[src/rtl/bus_transfer_sequencer.sv]
// Moves one word per command into the register bank, either register to register or from an immediate.
// Strobes are decoded from the current state and the latched selects only, never from live inputs.
module bus_transfer_sequencer #(
    parameter int WORD_SIZE = 8,
    parameter int NUM_REGS  = 4,
    localparam int SEL_W    = $clog2(NUM_REGS)
) (
    input  logic                          clock,
    input  logic                          reset,
    input  logic                          start,
    input  logic                          load_imm,
    input  logic [SEL_W-1:0]              src_sel,
    input  logic [SEL_W-1:0]              dst_sel,
    input  logic [WORD_SIZE-1:0]          imm_value,
    input  logic [NUM_REGS*WORD_SIZE-1:0] reg_data,
    output logic [NUM_REGS-1:0]           reg_enable,
    output logic [NUM_REGS-1:0]           reg_read,
    output logic [NUM_REGS-1:0]           reg_write,
    output logic [WORD_SIZE-1:0]          bus_value,
    output logic                          busy,
    output logic                          done,
    output logic                          error
);

    // state   | meaning
    // IDLE    | waiting for start
    // READ    | source register drives its output_value
    // CAPTURE | source data sampled into hold
    // WRITE   | destination loads hold from the bus
    // DONE    | one-cycle completion, error valid
    typedef enum logic [2:0] {IDLE, READ, CAPTURE, WRITE, DONE} state_t;

    state_t               state;
    state_t               state_nx;
    logic [SEL_W-1:0]     src_q;
    logic [SEL_W-1:0]     dst_q;
    logic                 err_q;
    logic [WORD_SIZE-1:0] hold;
    logic [WORD_SIZE-1:0] captured;
    logic                 cmd_bad;

    // The source index only matters for register moves.
    assign cmd_bad = (int'(dst_sel) >= NUM_REGS) || (!load_imm && (int'(src_sel) >= NUM_REGS));

    always_comb begin
        captured = '0;
        for (int i = 0; i < NUM_REGS; i++) begin
            if (src_q == SEL_W'(i)) captured = reg_data[i*WORD_SIZE +: WORD_SIZE];
        end
    end

    always_ff @(posedge clock or negedge reset) begin
        if (!reset) begin
            state <= IDLE;
            src_q <= '0;
            dst_q <= '0;
            err_q <= 1'b0;
            hold  <= '0;
        end else begin
            state <= state_nx;
            if (state == IDLE && start) begin
                src_q <= src_sel;
                dst_q <= dst_sel;
                err_q <= cmd_bad;
                if (!cmd_bad && load_imm) hold <= imm_value;
            end
            if (state == CAPTURE) hold <= captured;
        end
    end

    always_comb begin
        state_nx = state;
        case (state)
            IDLE: begin
                if (start) begin
                    if (cmd_bad)       state_nx = DONE;
                    else if (load_imm) state_nx = WRITE;
                    else               state_nx = READ;
                end
            end
            READ:    state_nx = CAPTURE;
            CAPTURE: state_nx = WRITE;
            WRITE:   state_nx = DONE;
            DONE:    state_nx = IDLE;
            default: state_nx = IDLE;
        endcase
    end

    always_comb begin
        reg_read  = '0;
        reg_write = '0;
        for (int i = 0; i < NUM_REGS; i++) begin
            reg_read[i]  = (state == READ)  && (src_q == SEL_W'(i));
            reg_write[i] = (state == WRITE) && (dst_q == SEL_W'(i));
        end
    end

    assign reg_enable = reg_read | reg_write;
    // hold only changes on a fresh capture or immediate, so the bus keeps its last value.
    assign bus_value  = hold;
    assign busy       = (state != IDLE);
    assign done       = (state == DONE);
    assign error      = (state == DONE) && err_q;

endmodule

[config.mk]
export PLATFORM = sky130hd
export DESIGN_NAME = bus_transfer_sequencer
export DESIGN_NICKNAME = d
export VERILOG_FILES = /design/src/rtl/bus_transfer_sequencer.sv
export SDC_FILE = /design/constraint.sdc
export NUM_CORES = 1
export LEC_CHECK = 0
export BUFFER_PORTS_ARGS = -buffer_cell sky130_fd_sc_hd__buf_2
export CAP_MARGIN = 20
export CORE_ASPECT_RATIO = 0.75
export CORE_MARGIN = 2
export CORE_UTILIZATION = 30
export CTS_CLUSTER_DIAMETER = 200
export DETAILED_ROUTE_END_ITERATION = 10
export GPL_TIMING_DRIVEN = 0
export PLACE_DENSITY_LB_ADDON = 0.25
export SYNTH_ARGS = -nofsm -noshare
export SYNTH_HDL_FRONTEND = slang
export SYNTH_SLANG_ARGS = --single-unit
[constraint.sdc]
create_clock -name clock -period 2.55 [get_ports clock]
set_input_delay 0 -clock clock [delete_from_list [all_inputs] [get_ports clock]]
set_output_delay 0 -clock clock [all_outputs]
set_load 0.02 [all_outputs]
=== Yosys cells after proc, flatten, opt, wreduce, memory -nomap -nowiden ===
Index checks and enable logic that the tools add are counted.
W data, S select, Z words.

* Bitwise gates (word level): 1
* Equal/unequal tests: 11
* Mux-type cells: 10
* Reductions and logical operators: 16

{| class="wikitable"
|+ Operator list
! operator !! number
|-
| $mux W8 || 7
|-
| $pmux W3 S4 || 1
|-
| $logic_and A1 B1 Y1 || 9
|-
| $eq A2 B2 Y1 const B || 4
|-
| $eq A3 B2 Y1 const B || 2
|-
| $eq A2 B1 Y1 const B || 2
|-
| $logic_not A2 Y1 || 2
|-
| $or A4 B4 Y4 || 1
|-
| $reduce_bool A2 Y1 || 2
|-
| $eq A3 B1 Y1 const B || 1
|-
| $eq A3 B3 Y1 const B || 1
|-
| $logic_not A3 Y1 || 1
|-
| $mux W3 || 1
|-
| $reduce_bool A3 Y1 || 1
|-
| $mux W2 || 1
|-
| $ne A2 B2 Y1 const B || 1
|-
| $reduce_and A2 Y1 || 1
|}

* Bits of input ports: 48
* Output and inout port bits: 23
* Logic and storage cells: 42
* Register bits after elaboration: 15

=== Longest topological paths before layout ===
Gate-level depths: netlist of the first run.

* Depth in word-level cells: 6
* Depth in mapped cells: 5
* Mapped depth without buffers: 4

=== Worst setup path before layout of the first run ===
Ideal clock, no wire load.

* Path type: reg2reg
* From: reg src_q[1]
* To: reg hold[1], in the netlist bus_value[1]
* Library setup time: 0.125 ns
* Data required time: 2.425 ns
* Period minus slack after synthesis: 1.751 ns
* Arrival time: 1.627 ns
* Setup slack: 0.799 ns
* Path buffers: 2
* Stages on the path, launching flop included: 6
* Path through: dfrtp_1 -> clkbuf_1 -> clkbuf_1 -> mux4_2 -> mux2_2 -> mux2_2

* Longest elaborated chain between the ends: 6

{| class="wikitable"
|+ Ends and longest elaborated chain
! what !! line !! text
|-
| start, declared || 35 || <nowiki>logic [SEL_W-1:0] src_q;</nowiki>
|-
| start signal, assigned || 62 || <nowiki>src_q <= src_sel;</nowiki>
|-
| $logic_not A2 Y1 || 48 || <nowiki>if (src_q == SEL_W'(i)) captured = reg_data[i*WORD_SIZE +: WORD_SIZE];</nowiki>
|-
| $mux W8 (3 in series) || 48 ||
|-
| $mux W8 (*) || 48 ||
|-
| $mux W8 (*) || 67 || <nowiki>if (state == CAPTURE) hold <= captured;</nowiki>
|-
| end signal, assigned || 65 || <nowiki>if (!cmd_bad && load_imm) hold <= imm_value;</nowiki>
|-
| end signal, assigned || 67 ||
|-
| end, declared || 38 || <nowiki>logic [WORD_SIZE-1:0] hold;</nowiki>
|}

Every way passes the cells marked *; elsewhere a longest branch is shown, timed or not.
A chain may end at the register's enable or synchronous reset.

=== Worst setup path after layout of the first run ===
Same ends and word-level chain as after synthesis.

==> results of run 1 <==
-- stage by stage --
stage | power (uW) | area, um2 | cells
floorplan | 1350 | 1090 | 93
global placement | 1620 | 1490 | 202
detailed placement | 1670 | 1490 | 202
CTS | 1870 | 1580 | 211
global route | 2000 | 1580 | 211
finish | 1850 | 1580 | 211
-- area by class of cell --
cell class | instances | area (um2)
inverters | 2 | 7.51
fillers | 313 | 1790
flip-flops and latches | 15 | 375
well taps | 40 | 50.0
clock buffers | 4 | 45.0
multi-input cells | 66 | 644
plain buffers | 10 | 66.3
repair buffers | 74 | 395
-- what timing repair did --
item	4_1_cts	5_1_grt
setup endpoints to repair	0	0
hold endpoints to repair	19	0
hold buffers	5	0
-- report_power, final --
| group | internal (uW) | switching, uW |
|---|---|---|
| combinational | 589 | 656 |
| sequential | 364 | 53.8 |
| clock | 110 | 77.9 |
-- cells in the mapped netlist, drive strengths merged --
| cell type | instances |
|---|---|
| inv | 2 |
| nor2b | 2 |
| nor3b | 3 |
| dfrtp | 15 |
| buf | 7 |
| conb | 1 |
| nor3 | 6 |
| nand3 | 1 |
| and3 | 2 |
| a211oi | 1 |
| or3 | 1 |
| a21oi | 2 |
| o21ai | 2 |
| and2 | 1 |
| clkbuf | 3 |
| nand2 | 4 |
| nor4b | 3 |
| a2bb2oi | 1 |
| mux4 | 8 |
| mux2 | 19 |
| nor4 | 1 |
| nand2b | 1 |
| a31oi | 1 |
| nor2 | 6 |
-- layout by cell type (no fill, tap or decap), types with 3 or more instances in the layout --
cell           netlist  layout
nor4b_1              3       3
clkbuf_8             0       3
clkbuf_1             3       4
nor3_1               5       5
nand2_1              4       4
mux2_2              19      19
dlygate4sd3_1        0       5
buf_2                2      71
dfrtp_1             15      15
nor2_1               6       6
mux4_1               6       6
-- final timing paths --
check                              from            to  slack [ns]  depth (start not counted)
setup / recovery               src_q[1]  bus_value[1]        0.49                          5
setup reg to reg               src_q[1]  bus_value[1]        0.49                          5
hold reg to reg            bus_value[6]  bus_value[6]        0.50                          1
max in group asynchronous         reset  bus_value[5]        2.10                          2
min in group asynchronous         reset  bus_value[4]        0.19                          2
hold / removal                    start      state[0]        0.03                          3
-- layer usage --
metal	track usage	routed length (um)
met2	0.284	1570
met1	0.175	1200
met5	0	0
met3	0.0413	150
met4	0.0597	72
-- state kept, by name (all words and copies together), names as in the netlist --
signal and count:
dst_q 2, state 3, src_q 2, bus_value 8
-- worst register-to-register path, cell delays in order (launching register included) --
cell	delay [ns]
dfrtp_1	0.32
clkbuf_1	0.31
clkbuf_1	0.41
mux4_2	0.37
mux2_2	0.27
mux2_2	0.26
-- kinds of logic (layout without fill, tap and decap cells) --
| family | after synthesis | in the layout | synth area share |
|---|---|---|---|
| other | 1 | 1 | 0.00343 |
| AND/OR/NAND/NOR | 31 | 31 | 0.166 |
| buffers and inverters | 12 | 90 | 0.0675 |
| flip-flops | 15 | 15 | 0.343 |
| multiplexers | 27 | 27 | 0.381 |
| AO/OA/AOI/OAI | 7 | 7 | 0.0389 |
==> results.json, run 1 <==
{
  "ctsResizeCount": 0,
  "fmax_mhz": 485,
  "finalHoldViolCount": 0,
  "antenna_found_initial": 0,
  "die_height_um": 56.3,
  "overflow": 0,
  "drc": 0,
  "clk_latency_ns": 0.24,
  "antennaDiodeCount": 0,
  "core-area_mm2": 0.00338,
  "cts_max_path_buffers": 2,
  "worstPathCellList": "clkbuf_1, clkbuf_1, mux4_2, mux2_2, mux2_2",
  "core.rowCount": 18,
  "cts_sinks": 15,
  "place.detailed.hpwl_um": 2390,
  "finClkSkew_ns": 0.00445,
  "critPathSlowestCell": "clkbuf_1",
  "worstHoldPathType": "in -> reg",
  "nNetsFinal": 220,
  "period_needed_ns": 2.06,
  "cp.required_ns": 2.68,
  "critical_path.max_fanout": 10,
  "netlist_area_mm2": 0.00109,
  "vias": 1056,
  "post_cts_buffers": 0,
  "grt_use_total": 0.158,
  "fin_util": 0.469,
  "synthDistinctLibCells": 31,
  "cts_tree": "yes",
  "cp_data_arrival_time_ns": 2.19,
  "dieArea_mm2": 0.00415,
  "seq_area_frac_synth": 0.343,
  "via_per_inst": 5.00,
  "wire_per_inst_um": 14.2,
  "htree_levels": 1,
  "outcome": "finished clean",
  "fin_tns_setup_ns": 0,
  "setup_viol": 0,
  "p_per_area_mw_per_mm2": 1170,
  "grt_max_degree": 16,
  "path_delay_family": "multiplexers",
  "fp.dieW_um": 73.7,
  "cts_buffers": 3,
  "power.leakage_uw": 0.000783,
  "worstSetupStartpointType": "flop",
  "gp_congestion": 0.756,
  "grt_pass1_vias": 1115,
  "drive_above_1_share": 0.591,
  "fin_ws_ns": 0.489,
  "critPathMaxStageDelay_ns": 0.41,
  "grt_pass1_wl_um": 5000,
  "critical_path_class": "reg -> reg",
  "max_cap_viol_count": 0,
  "synth_seq_cells": 15,
  "finalCritPeriodShare": 0.808,
  "yosysTopAreaCellShare": 0.343,
  "hold_slack_ns": 0.0311,
  "slew_viol_final": 0,
  "firstDrtPassIters": 4,
  "yosysTopAreaCell": "dfrtp_1",
  "initial_core_util": 0.324,
  "maxSlewHeadroom": 0.281,
  "avgSynthCellArea_um2": 11.8,
  "synthCells": 93,
  "cts_root_buf": "clkbuf_8",
  "syn2layout_area_growth_pct": 44.9,
  "rsz0062_at_grt": "false",
  "worst_pin_slew_ns": 1.06,
  "wirelength_um": 2990,
  "synth_area_leaders": "dfrtp_1, mux2_2, mux4_1",
  "pre_cts_slack_ns": 0.504,
  "end_kind": "flop",
  "drtIter0Drc": 24,
  "cp_num_buf_inv": 2,
  "port_buffers": 69,
  "ant_nets": 0,
  "path_clk_slew_ns": 0.06,
  "syn_nets": 141,
  "ys_warn_count": 0,
  "ir_drop_uv": 365,
  "io_pins": 71
}
(Power assumes the default switching activity.)
==> inputs of run 2 (changes only) <==
==> constraint.sdc (replaced) <==
create_clock -name clock -period 1.7 [get_ports clock]
set_input_delay 0 -clock clock [delete_from_list [all_inputs] [get_ports clock]]
set_output_delay 0 -clock clock [all_outputs]
set_load 0.02 [all_outputs]
==> run 2 against run 1 <==
  * The flow now finishes with violations (setup timing)
  * Die area did not move
  * Clock power rose by 48%
  * Register-to-register slack worse by 0.51 ns
  * Sequential power is 58% higher
  * Utilization grew 1.8 points
  * Global-route usage fell by 1.4 points
  * First-iteration DRC count shrank 4.2%
  * Clock-buffer cell count stayed put
  * Via count shrank 1.2%
==> results.json, run 2 (synthesis gave the netlist of run 1 again) <==
{
  "io_pins": 71,
  "rr_worst_depth": 5,
  "maxSlewHeadroom": 0.646,
  "finalHoldViolCount": 0,
  "ant_nets": 0,
  "nNetsFinal": 222,
  "place.detailed.hpwl_um": 2220,
  "worst_pin_slew_ns": 0.530,
  "cts_max_path_buffers": 2,
  "setup_viol": 3,
  "worstHoldPathType": "in -> reg",
  "reg2reg_slack_ns": -0.02,
  "final_cell_mix": "buf_2, mux2_2, dfrtp_1, nor2_1",
  "cts_sinks": 15,
  "cts_root_buf": "clkbuf_8",
  "regArea_um2": 377,
  "crit_start": "src_q[0]",
  "drtIter0Drc": 23,
  "fin_ws_ns": -0.0223,
  "p_total_uw": 2970,
  "dieArea_mm2": 0.00415,
  "multi_input_area_um2": 677,
  "slew_viol_final": 0,
  "finalCritPeriodShare": 1.01,
  "fmax_mhz": 581,
  "wire_per_inst_um": 13.8,
  "via_per_inst": 4.90,
  "cts_buffers": 3,
  "cp.required_ns": 1.82,
  "drc": 0,
  "final_common_cell": "buf_2",
  "die_height_um": 56.3,
  "critical_path.max_fanout": 7,
  "path_clk_slew_ns": 0.06,
  "wirelength_um": 2950,
  "max_cap_viol_count": 0,
  "syn2layout_area_growth_pct": 50.5,
  "grt_max_degree": 16,
  "cp_data_arrival_time_ns": 1.85,
  "fill_cells": 334,
  "port_buffers": 69,
  "outcome": "finished with violations",
  "drive_above_1_share": 0.636,
  "htree_levels": 1,
  "cts_tree": "yes",
  "r2r_start": "src_q[0]",
  "rsz0062_at_grt": "true",
  "p_per_area_mw_per_mm2": 1810,
  "overflow": 0,
  "gp_congestion": 0.764,
  "critical_path_class": "reg -> reg",
  "core.rowCount": 18,
  "r2r-end": "bus_value[1]",
  "endpoint": "bus_value[1]",
  "initial_core_util": 0.324,
  "grt_use_total": 0.144,
  "finClkSkew_ns": 0.00171,
  "worstSetupStartpointType": "flop",
  "grt_pass1_wl_um": 4650,
  "antennaDiodeCount": 0,
  "antenna_found_initial": 0,
  "period_needed_ns": 1.72,
  "firstDrtPassIters": 4,
  "fp.dieW_um": 73.7,
  "clk_latency_ns": 0.24,
  "end_kind": "flop",
  "power.leakage_uw": 0.000816,
  "core-area_mm2": 0.00338,
  "vias": 1043,
  "ir_drop_uv": 726,
  "violations": "setup timing",
  "grt_pass1_vias": 1031,
  "fin_util": 0.487,
  "largest_reg_flops": 8
}
-- run 2: changes by cell type in the layout (fill, tap and decap cells not counted), sizes merged --
cell	previous run	this run
buf	76	78
-- run 2: layer usage --
metal  up-vias  track usage  wire [um]
li1        510            -          -
met4         0            0          0
met1       491        0.184       1310
met2        42        0.256       1450
met3         0       0.0377        179
met5         -            0          0
-- run 2: timing repair --
item,4_1_cts,5_1_grt
endpoints found under the hold margin,19,0
pin swaps,1,1
hold buffers,5,0
buffers inserted,3,0
gates resized for setup,8,4
endpoints found under the setup margin,14,12
-- run 2: where the power goes --
part / total, uW / internal (uW) / switching [uW]
sequential: 658 / 548 / 110
combinational: 2040 / 1010 / 1020
clock: 279 / 165 / 114
total: 2970 / 1720 / 1250
-- run 2: how the worst min path moves through the flow --
stage          startpoint           end  cells after the start
2_1_floorplan       reset  bus_value[0]                      0
3_3_place_gp        reset  bus_value[3]                      1
3_5_place_dp        reset  bus_value[6]                      1
4_1_cts             start      state[0]                      3
5_1_grt             start      state[0]                      3
6_report            start      state[0]                      3
-- run 2: through the flow --
step | cell area, um2 | hold slack [ns] | setup slack (ns) | instances | setup TNS [ns]
2_1_floorplan | 1090 | -0.296 | 0.0242 | 93 | 0
3_3_place_gp | 1490 | -0.0809 | -0.182 | 202 | -1.86
3_5_place_dp | 1490 | -0.0721 | -0.233 | 202 | -2.40
4_1_cts | 1640 | 0.0437 | -0.0212 | 213 | -0.0722
5_1_grt | 1650 | 0.0549 | -0.0585 | 213 | -0.238
6_report | 1650 | 0.0411 | -0.0223 | 213 | -0.0352
-- run 2: critical path: stages, from the launching register on --
cell and delay (ns):
dfrtp_1 0.34, buf_6 0.15, buf_8 0.11, mux4_2 0.47, mux2_4 0.27, mux2_4 0.26
-- run 2: cell type report --
cell class,count,share of cell area
multi-input combinational,66,0.411
timing repair buffer,77,0.256
sequential,15,0.229
buffer,9,0.0411
tap,40,0.0304
clock buffer,4,0.0274
inverter,2,0.00456
==> inputs of run 3 (changes only) <==
==> constraint.sdc (replaced) <==
create_clock -name clock -period 1.4 [get_ports clock]
set_input_delay 0 -clock clock [delete_from_list [all_inputs] [get_ports clock]]
set_output_delay 0 -clock clock [all_outputs]
set_load 0.02 [all_outputs]
==> run 3 against run 2 <==
  * The flow still finishes with violations (setup timing)
  * Setup slack lost 0.29 ns
  * Sequential power grew 23%
  * Critical path depth unchanged
  * Global-route usage rose by 2.2 points
  * Final cell count grew 3.8%
  * Die area stayed put
==> results.json, run 3 (synthesis gave the netlist of run 1 again) <==
{
  "outcome": "finished with violations",
  "violations": "setup timing",
  "antennaDiodeCount": 0,
  "antenna_found_initial": 0,
  "p_total_uw": 4320,
  "cts_root_buf": "clkbuf_8",
  "cts_max_path_buffers": 2,
  "cts_sinks": 15,
  "grt_max_degree": 16,
  "drc": 0,
  "hold_depth": 3,
  "r2r-end": "bus_value[2]",
  "cts_tree": "yes",
  "r2r_start": "src_q[0]",
  "syn2layout_area_growth_pct": 74.3,
  "power.leakage_uw": 0.000928,
  "fp.dieW_um": 73.7,
  "firstDrtPassIters": 4,
  "place.detailed.hpwl_um": 2420,
  "worstSetupStartpointType": "flop",
  "drtIter0Drc": 19,
  "finClkSkew_ns": 0.00753,
  "wl_met1_um": 1310,
  "period_needed_ns": 1.71,
  "critical_path.max_fanout": 7,
  "met3_length_um": 162,
  "reg2reg_slack_ns": -0.31,
  "core.rowCount": 18,
  "die_height_um": 56.3,
  "max_cap_viol_count": 0,
  "worstHoldStart": "start",
  "fin_ws_ns": -0.314,
  "critical_path_class": "reg -> reg",
  "hold_slack_ns": 0.0755,
  "path_clk_slew_ns": 0.06,
  "cts_buffers": 3,
  "drive_above_1_share": 0.724,
  "finalHoldViolCount": 0,
  "port_buffers": 69,
  "core-area_mm2": 0.00338,
  "grt_use_total": 0.166,
  "ant_nets": 0,
  "largest_reg_flops": 8,
  "grt_pass1_wl_um": 5270,
  "initial_core_util": 0.324,
  "htree_levels": 1,
  "dieArea_mm2": 0.00415,
  "slew_viol_final": 0,
  "fmax_mhz": 583,
  "finalCritPeriodShare": 1.22,
  "io_pins": 71,
  "cp.required_ns": 1.54,
  "holdPathEnd": "state[0]",
  "highest_layer": "met4",
  "fill_cells": 291,
  "final_cell_mix": "buf_2, buf_4, dfrtp_1, buf_6, mux2_4",
  "end_kind": "flop",
  "gp_congestion": 0.749,
  "wl_met2_um": 1750,
  "rr_worst_depth": 5,
  "clk_latency_ns": 0.25,
  "cp_data_arrival_time_ns": 1.85,
  "vias": 1102,
  "worstHoldPathType": "in -> reg",
  "final_common_cell": "buf_2",
  "setup_viol": 21,
  "p_per_area_mw_per_mm2": 2270,
  "rsz0062_at_grt": "true",
  "nNetsFinal": 230,
  "wirelength_um": 3290,
  "ir_drop_uv": 812,
  "grt_pass1_vias": 1124,
  "wire_per_inst_um": 14.9,
  "overflow": 0,
  "via_per_inst": 4.99
}
==> run 3: cell types whose count changed in the layout (fill, tap and decap cells not counted), sizes merged <==
cell / delta
buf: +10
clkbuf: -2
==> run 3: how the worst max path moves through the flow <==
stage	start	end	slack, ns	depth (start not counted)
after floorplan	src_q[0]	bus_value[1]	-0.27	5
after global placement	src_q[1]	bus_value[1]	-0.43	5
after detailed placement	src_q[1]	bus_value[2]	-0.50	5
after CTS	src_q[0]	bus_value[2]	-0.32	5
after global routing	src_q[0]	bus_value[2]	-0.36	5
final	src_q[0]	bus_value[2]	-0.31	5
==> run 3: area by class of cell <==
| type | instances | area, um2 | area share |
|---|---|---|---|
| plain buffers | 9 | 90.1 | 0.0473 |
| multi-input cells | 66 | 800 | 0.420 |
| clock buffers | 4 | 45.0 | 0.0236 |
| inverters | 2 | 7.51 | 0.00394 |
| flip-flops and latches | 15 | 377 | 0.198 |
| repair buffers | 85 | 537 | 0.282 |
| well taps | 40 | 50.0 | 0.0263 |
==> run 3: where the power goes <==
group          leakage, uW  switching (uW)  internal, uW
clock network    0.0000228             147           201
logic             0.000728            1450          1710
registers         0.000177             146           666
total             0.000928            1740          2580
==> run 3: metal layers <==
layer | global-route usage | vias up
li1 | - | 526
met1 | 0.189 | 536
met2 | 0.298 | 32
met3 | 0.0467 | 8
met4 | 0.0442 | 0
met5 | 0 | -
==> run 3: critical path, cell delays in order, from the launching register on <==
cell,delay [ns]
dfrtp_1,0.34
buf_6,0.14
buf_8,0.11
mux4_2,0.49
mux2_4,0.27
mux2_4,0.25
==> run 3: metrics by stage <==
step           instances  cell area, um2  setup TNS (ns)   util  worst slack [ns]
6_report             221            1910           -3.02  0.564            -0.314
4_1_cts              219            1820           -3.05  0.540            -0.324
5_1_grt              221            1910           -4.60  0.564            -0.363
3_3_place_gp         202            1540           -3.64  0.454            -0.429
3_5_place_dp         202            1540           -3.94  0.454            -0.501
2_1_floorplan         93            1140           -2.29      -            -0.272
==> run 3: what timing repair did <==
action                                  4_1_cts  5_1_grt
resized for setup                            32       19
pin swaps                                     4        0
hold buffers                                  5        0
hold endpoints to repair                     19        0
gates cloned                                  0        0
setup buffers                                 9        2
endpoints found under the setup margin       23       24
